[src/rtl/hyperram_rd_capture.sv]
// HyperRAM read capture: registers the DDR input cell outputs, qualifies beats by RWDS, counts the burst, and buffers words in an FWFT FIFO.
// Define HYPERRAM_RD_BYTESWAP_EN to place the falling-edge byte in the high half of each word.
module hyperram_rd_capture #(
    parameter int FIFO_DEPTH = 8,
    parameter int CNT_W      = 8,
    parameter int TIMEOUT    = 64
) (
    input  logic             clk,
    input  logic             rst_n,
    input  logic [7:0]       dq_ris,
    input  logic [7:0]       dq_fal,
    input  logic             rwds_ris,
    input  logic             rwds_fal,
    input  logic             start,
    input  logic [CNT_W-1:0] burst_len,
    output logic             busy,
    output logic             done,
    output logic             timeout_err,
    output logic             overflow,
    output logic [15:0]      rd_data,
    output logic             rd_valid,
    input  logic             rd_ready
);

    localparam int ADDR_W = $clog2(FIFO_DEPTH);
    localparam int TMO_W  = $clog2(TIMEOUT);

    typedef enum logic [1:0] {
        S_IDLE = 2'd0,
        S_WAIT = 2'd1,
        S_CAP  = 2'd2
    } state_t;

    state_t             r_state;
    state_t             w_state_next;
    logic [CNT_W-1:0]   r_cnt;
    logic [CNT_W-1:0]   w_cnt_next;
    logic [TMO_W-1:0]   r_tmo;
    logic [TMO_W-1:0]   w_tmo_next;
    logic               r_done;
    logic               w_done_next;
    logic               r_overflow;
    logic               w_ovf_next;
    logic               w_tmo_hit;
    logic               w_push;

    logic [7:0]         r_dq_ris;
    logic [7:0]         r_dq_fal;
    logic               r_rwds_ris;
    logic               r_rwds_fal;
    logic               w_beat;
    logic [15:0]        w_word;

    logic [15:0]        r_mem [FIFO_DEPTH];
    logic [ADDR_W:0]    r_wr_ptr;
    logic [ADDR_W:0]    r_rd_ptr;
    logic               w_empty;
    logic               w_full;
    logic               w_pop;
    logic               w_push_ok;

    always_ff @(posedge clk or negedge rst_n) begin
        if (!rst_n) begin
            r_dq_ris   <= '0;
            r_dq_fal   <= '0;
            r_rwds_ris <= 1'b0;
            r_rwds_fal <= 1'b0;
        end else begin
            r_dq_ris   <= dq_ris;
            r_dq_fal   <= dq_fal;
            r_rwds_ris <= rwds_ris;
            r_rwds_fal <= rwds_fal;
        end
    end

    // A beat needs a full RWDS pulse inside the clock period: high on rise, low on fall.
    assign w_beat = r_rwds_ris & ~r_rwds_fal;

`ifdef HYPERRAM_RD_BYTESWAP_EN
    assign w_word = {r_dq_fal, r_dq_ris};
`else
    assign w_word = {r_dq_ris, r_dq_fal};
`endif

    assign w_empty   = (r_wr_ptr == r_rd_ptr);
    assign w_full    = (r_wr_ptr[ADDR_W] != r_rd_ptr[ADDR_W]) &&
                       (r_wr_ptr[ADDR_W-1:0] == r_rd_ptr[ADDR_W-1:0]);
    assign w_pop     = ~w_empty & rd_ready;
    assign w_push_ok = w_push & (~w_full | w_pop);

    always_comb begin
        w_state_next = r_state;
        w_cnt_next   = r_cnt;
        w_tmo_next   = r_tmo;
        w_done_next  = 1'b0;
        w_ovf_next   = r_overflow;
        w_tmo_hit    = 1'b0;
        w_push       = 1'b0;
        case (r_state)
            S_IDLE: begin
                if (start) begin
                    w_ovf_next = 1'b0;
                    if (burst_len == '0) begin
                        w_done_next = 1'b1;
                    end else begin
                        w_cnt_next   = burst_len;
                        w_tmo_next   = '0;
                        w_state_next = S_WAIT;
                    end
                end
            end
            S_WAIT, S_CAP: begin
                if (w_beat) begin
                    w_push     = 1'b1;
                    w_tmo_next = '0;
                    w_cnt_next = (r_cnt != '0) ? r_cnt - CNT_W'(1) : '0;
                    if (r_cnt <= CNT_W'(1)) begin
                        w_state_next = S_IDLE;
                        w_done_next  = 1'b1;
                    end else begin
                        w_state_next = S_CAP;
                    end
                end else if (r_tmo == TMO_W'(TIMEOUT - 1)) begin
                    w_tmo_hit    = 1'b1;
                    w_tmo_next   = '0;
                    w_cnt_next   = '0;
                    w_state_next = S_IDLE;
                end else begin
                    w_tmo_next = r_tmo + TMO_W'(1);
                end
            end
            default: begin
                w_state_next = S_IDLE;
            end
        endcase
        // A dropped word still counts toward the burst; only the sticky flag records it.
        if (w_push && w_full && !w_pop) begin
            w_ovf_next = 1'b1;
        end
    end

    always_ff @(posedge clk or negedge rst_n) begin
        if (!rst_n) begin
            r_state    <= S_IDLE;
            r_cnt      <= '0;
            r_tmo      <= '0;
            r_done     <= 1'b0;
            r_overflow <= 1'b0;
        end else begin
            r_state    <= w_state_next;
            r_cnt      <= w_cnt_next;
            r_tmo      <= w_tmo_next;
            r_done     <= w_done_next;
            r_overflow <= w_ovf_next;
        end
    end

    always_ff @(posedge clk or negedge rst_n) begin
        if (!rst_n) begin
            r_wr_ptr <= '0;
            r_rd_ptr <= '0;
        end else begin
            if (w_push_ok) begin
                r_wr_ptr <= r_wr_ptr + (ADDR_W+1)'(1);
            end
            if (w_pop) begin
                r_rd_ptr <= r_rd_ptr + (ADDR_W+1)'(1);
            end
        end
    end

    // Storage has no reset so it can map onto distributed RAM.
    always_ff @(posedge clk) begin
        if (w_push_ok) begin
            r_mem[r_wr_ptr[ADDR_W-1:0]] <= w_word;
        end
    end

    assign busy        = (r_state != S_IDLE);
    assign done        = r_done;
    assign timeout_err = w_tmo_hit;
    assign overflow    = r_overflow;
    assign rd_valid    = ~w_empty;
    assign rd_data     = w_empty ? 16'h0000 : r_mem[r_rd_ptr[ADDR_W-1:0]];

endmodule

[config.mk]
export PLATFORM = sky130hd
export DESIGN_NAME = hyperram_rd_capture
export DESIGN_NICKNAME = d
export VERILOG_FILES = /design/src/rtl/hyperram_rd_capture.sv
export SDC_FILE = /design/constraint.sdc
export NUM_CORES = 1
export LEC_CHECK = 0
export ABC_AREA = 1
export CAP_MARGIN = 0
export CORE_UTILIZATION = 55
export CTS_CLUSTER_DIAMETER = 30
export CTS_CLUSTER_SIZE = 16
export DETAILED_ROUTE_END_ITERATION = 12
export PLACE_DENSITY_LB_ADDON = 0.15
export SYNTH_ARGS = -nofsm -noshare
export SYNTH_HDL_FRONTEND = slang
export SYNTH_SLANG_ARGS = --single-unit
[constraint.sdc]
create_clock -name clk -period 7.73 [get_ports clk]
set_clock_uncertainty 0.2 [all_clocks]
set_input_delay 1.546 -clock clk [delete_from_list [all_inputs] [get_ports clk]]
set_output_delay 1.546 -clock clk [all_outputs]
set_load 0.02 [all_outputs]
* After elaboration in Yosys (flattened, before gate mapping)
Memories as Yosys holds them, arrays and structs flattened.
Cells that the tools add are included.
** Word-level totals
- Register bits after elaboration :: 44
- RAM bits :: 128
- Input bits :: 30
- Logic and storage cells :: 82
- Memories :: 1
** Memory list
- r_mem :: depth 8, width 16, rd ports 1, clocked after memory_dff 0, wr ports 1, RTL line 54 : logic [15:0] r_mem [FIFO_DEPTH];
** Cells by class
- Add/sub/neg operators :: 4
- Magnitude comparators :: 1
- Equal/unequal tests :: 9
- Multiplexer cells :: 33
- Bitwise logic cells :: 7
- Reduce and logical (&&, ||, !) cells :: 16
** Operators by type and width (number)
- $mux W8 :: 5
- $mux W6 :: 4
- $mux W16 :: 1
- $pmux W8 S2 :: 1
- $mux W1 :: 14
- $pmux W6 S2 :: 1
- $mux W2 :: 5
- $add A4 B1 Y4 const B :: 2
- $le A8 B1 Y1 const B :: 1
- $logic_not A8 Y1 :: 1
- $reduce_bool A2 Y1 :: 4
- $reduce_bool A8 Y1 :: 1
- $sub A8 B1 Y8 const B :: 1
- $add A6 B1 Y6 const B :: 1
- $eq A6 B6 Y1 const B :: 1
- $reduce_and A3 Y1 :: 2
- $eq A4 B4 Y1 :: 1
- $ne A2 B2 Y1 const B :: 2
- $pmux W2 S2 :: 1
- $reduce_and A4 Y1 :: 1
- $and A1 B1 Y1 :: 3
- $eq A3 B3 Y1 :: 1
- $logic_and A1 B1 Y1 :: 3
- $ne A3 B3 Y1 const B :: 1
- other kinds (10) :: 12

* Logic depth before layout (Yosys ltp)
- Depth after elaboration :: 8
- Mapped depth :: 10
- Mapped depth without buffers :: 10

* Least setup slack after synthesis
Ideal clock, no wire load.
- Path type :: input to register
- Start :: input rd_ready
- End :: memory r_mem[2][0] (enable)
- Setup time :: 0.389 ns
- Data arrival time :: 2.558 ns
- Slack :: 4.584 ns
- Stages on the path :: 4
- Path buffers :: 0
- Path through :: nor2_1 -> nand2_2 -> nand3_1 -> nor2_1
** Between the ends
- Longest elaborated chain between the ends :: 5
** RTL lines
- start: declaration :: RTL line 22 : input logic rd_ready
- $and A1 B1 Y1 :: RTL line 88 : assign w_pop = ~w_empty & rd_ready;
- $or A1 B1 Y1 :: RTL line 89 : assign w_push_ok = w_push & (~w_full | w_pop);
- $and A1 B1 Y1 :: RTL line 89
- $mux W1 :: RTL line 174 : if (w_push_ok) begin
- $mux W1 (not written as such) :: RTL line 175 : r_mem[r_wr_ptr[ADDR_W-1:0]] <= w_word;
- end: declaration :: RTL line 54
Every way passes these cells.

* Worst setup path in the final report
- Start :: register r_rd_ptr[0]
- End :: output rd_data[15]
** Between the ends
- Longest elaborated chain between the ends :: 2
- Elaborated cells between the ends (all ways) :: 3
- Classes of those cells :: 1 x eq/ne; 1 x mux; 1 x memory
** RTL lines
- start: declaration :: RTL line 56 : logic [ADDR_W:0] r_rd_ptr;
- start signal: assignment :: RTL line 167 : r_rd_ptr <= r_rd_ptr + (ADDR_W+1)'(1);
- $mem_v2 Z8 W16 / $eq A4 B4 Y1 (equally long branches)
- $mux W16 * :: RTL line 184 : assign rd_data = w_empty ? 16'h0000 : r_mem[r_rd_ptr[ADDR_W-1:0]];
- end: declaration :: RTL line 20 : output logic [15:0] rd_data,
Mark *: on every way between the ends. The rest lies on a longest branch, timed or not.

==> results by group <==
Run status
  – Status: finished, final reports clean

Drt
  – Final wirelength: around 15000 um
  – Vias per inst: ~5.6
  – Initial DRC Count: approximately 530
  – Mean routed wirelength per cell: around 17 um
  – Via count: ~5000
  – DRC viols: 0
  – Final ANT Viol Nets: 0
  – TritonRoute pass-1 iters: 5

Setup path
  – Setup crit end: rd_data[15]
  – Crit. Startpoint: r_rd_ptr[0]$_DFFE_PN0P_
  – CP delay by family, top: buffers and inverters
  – CP Data Arrival Time: ~3.3 ns
  – Reg2reg end: r_mem[4][9]$_DFFE_PP_
  – Reg-to-Reg Start: r_rd_ptr[0]$_DFFE_PN0P_
  – Critical Path RT: approximately 6 ns
  – CP max-delay cell: inv_2
  – FF-to-FF setup slack: ~4.4 ns
  – Worst r2r path cells: 8
  – CP Buf/Inv Count: 2
  – CP max stage delay: between 0.7 and 0.8 ns
  – Critical path class: reg -> out
  – CP Cell Sequence: inv_2 > nand2_1 > nand4_2 > nor2_2 > nand2_2 > o21ai_0 > nor2_1 > clkdlybuf4s50_1
  – Worst setup EP type: output pin
  – WP depth: 8
  – CP Max Fanout: 66
  – Startpoint types: register

Synthesis
  – Largest family of logic cells by synthesized area: simple AND/OR/NAND/NOR gates
  – Compound-Gate Fraction of Synth Area: 10.2%
  – Post-synthesis mux area share: 0%
  – Syn Area/Cell: 11.2 um2
  – Simple-gate area share of the yosys netlist: 15.5%
  – Net Count, Synth: between 600 and 700
  – Post-synthesis adder-cell area fraction: roughly 1.4%
  – Gate Count Post-Synth: 653
  – Sequential area share after synthesis: 67.9%
  – Post-synthesis xor/xnor area fraction: 0.842%
  – Mapped cell area: 7280 um2
  – Netlist cell types: 34
  – Ys Warns: 0
  – Synthesis-stage register bit count: roughly 170

Power
  – Clock share of power: between 20% and 30%
  – Lkg Pwr: about 3.2 nW
  – Pint: 2.10 mW
  – Peak supply drop: around 0.24 mV
  – Net Sw Power: between 1 and 1.5 mW
  – Seq pwr share: roughly a third
  – Combinational share of power: between 40 and 50%
  – Switch share: 38.4%
  – Cell area power density: roughly 400 nW/um2

Global routing
  – Vias in the first global route: ~4900
  – Initial antenna violation count: 0
  – Largest net degree at the start of global routing: between 60 and 70
  – Global-route wire length before repair: between 20000 and 25000 um
  – Overflow after GRT: 0
  – Gr usage total: 24.0%

Floorplanning
  – # IOs: 51
  – Die H: roughly 120 um
  – Die X: ~120 um
  – Num rows: 41
  – Starting Density: a little under three fifths
  – DIE AREA: 13700 um2
  – Core area: 12800 um2

Clock tree
  – Worst-path clk slew: roughly 0.060 ns
  – Clock sink count: 172
  – CTS tree: yes
  – Clk_lat worst skew: slightly above 0.4 ns
  – Clock Tree Root: clkbuf_16
  – H-tree depth: 4
  – Clock Path Buffers: 2
  – Setup repair bufs after CTS: 0
  – Post-CTS sizing: 0
  – TritonCTS buffer count: 17
  – Hold-fix buffers at CTS: 0

Flow run
  – Max_cap viols: 0

Placement
  – Buffers on Ports: 50
  – RD Place Congestion: just over 0.8
  – Dpl hpwl: 9140 um
  – Placed cells: about 860

Cells and area
  – Area Overhead vs Synth: 16.9%
  – Layout cells sized above 1: about 11%
  – Final Util: between 60% and 70%
  – Ant diodes: 0
  – Final Non-Filler Cells: just under 900
  – Nets: between 700 and 800
  – Most frequent cells in the layout: edfxtp_1 (128), nor2_1 (121), nand2_1 (100)
  – Commonest non-fill, non-tap cell in the layout: edfxtp_1

Timing
  – Final Critical Period: approximately 5.1 ns
  – Final setup fails: 0
  – Worst slew pin tran: 1.05 ns
  – Final Max Tran Viols: 0
  – Final hold vios: 0
  – RSZ-0062 raised after global routing: false
  – Final period utilization: roughly 66%
  – Max-slew headroom: around 30%
  – Max Clk Rate: roughly 0.20 GHz
  – Setup TNS: 0 ns

Worst hold path
  – Depth of the worst hold-timing path: 2
  – Hold WC Path Type: reg -> reg
==> power by group through the flow <==
stage / registers, mW / logic (mW) / clock network (mW)
2_1_floorplan: 1.15 / 1.01 / 0
6_report: 1.18 / 1.37 / 0.856
3_5_place_dp: 1.19 / 1.37 / 0
3_3_place_gp: 1.19 / 1.34 / 0
4_1_cts: 1.18 / 1.38 / 0.863
5_1_grt: 1.19 / 1.52 / 0.899
==> layer usage <==
layer  vias up  global-route usage, %  wire (um)
met4         0                   13.1        394
li1       2367                      -          -
met3        31                   4.48        813
met2       173                   40.5       7570
met5         -                      0          0
met1      2401                   29.6       6170
==> sequential cells by signal, indices dropped and copies added (netlist names) <==
name / cells
done: 1
overflow: 1
r_cnt: 8
r_dq_fal: 8
r_dq_ris: 8
r_mem: 128
r_rd_ptr: 4
r_rwds_fal: 1
r_rwds_ris: 1
r_state: 2
r_tmo: 6
r_wr_ptr: 4
==> metrics by stage <==
step	setup slack (ns)	power (mW)	hold WS, ns	area (um2)
after floorplan	4.58	2.16	0.270	7280
after global placement	3.14	2.52	0.285	7920
after detailed placement	3.07	2.57	0.288	7920
after CTS	2.60	3.42	0.309	8510
after global routing	2.44	3.61	0.351	8510
final	2.65	3.41	0.303	8510
==> cells in the mapped netlist, drive strengths merged <==
cell	count	share of area, %
nand2	106	5.8
xor2	4	0.48
nor2	129	7.1
o22ai	32	2.7
ha	8	1.4
o211ai	1	0.10
or2	1	0.086
nand4	3	0.34
inv	36	1.9
clkbuf	9	0.46
xnor2	3	0.36
edfxtp	128	53
o21bai	1	0.10
nor4	1	0.086
dfrtp	44	15
clkinv	1	0.051
o21ai	95	7.0
nor3	2	0.14
nand3	27	1.9
nand3b	1	0.10
a21oi	2	0.24
buf	19	1.8
==> kinds of logic after synthesis <==
kind of cell	Yosys count
AOI/OAI and AO/OA	131
xor gates and xnor gates	7
adders and majority gates	8
buffers and inverters	65
DFF	172
and+or+nand+nor	270
==> worst min-delay path by stage <==
stage	from	end	slack (ns)
3_3_place_gp	r_state[0]$_DFFE_PN0P_	r_state[0]$_DFFE_PN0P_	0.29
5_1_grt	r_tmo[1]$_DFFE_PN0P_	r_tmo[1]$_DFFE_PN0P_	0.35
6_report	overflow$_DFFE_PN0P_	overflow$_DFFE_PN0P_	0.30
2_1_floorplan	r_state[0]$_DFFE_PN0P_	r_state[0]$_DFFE_PN0P_	0.27
3_5_place_dp	overflow$_DFFE_PN0P_	overflow$_DFFE_PN0P_	0.29
4_1_cts	overflow$_DFFE_PN0P_	overflow$_DFFE_PN0P_	0.31
==> layout make-up <==
type / instances / area, um2
sequential: 172 / 4950
tap: 172 / 215
inverter: 37 / 141
multi-input combinational: 416 / 2030
fill: 934 / 4260
clock inverter: 15 / 171
clock buffer: 17 / 425
timing repair buffer: 61 / 578
==> worst min-delay path: stages, from the launching register on <==
cell	delay, ns
dfrtp_1	0.35
nand2_1	0.05
o21ai_0	0.07
(Power assumes the default switching activity.)
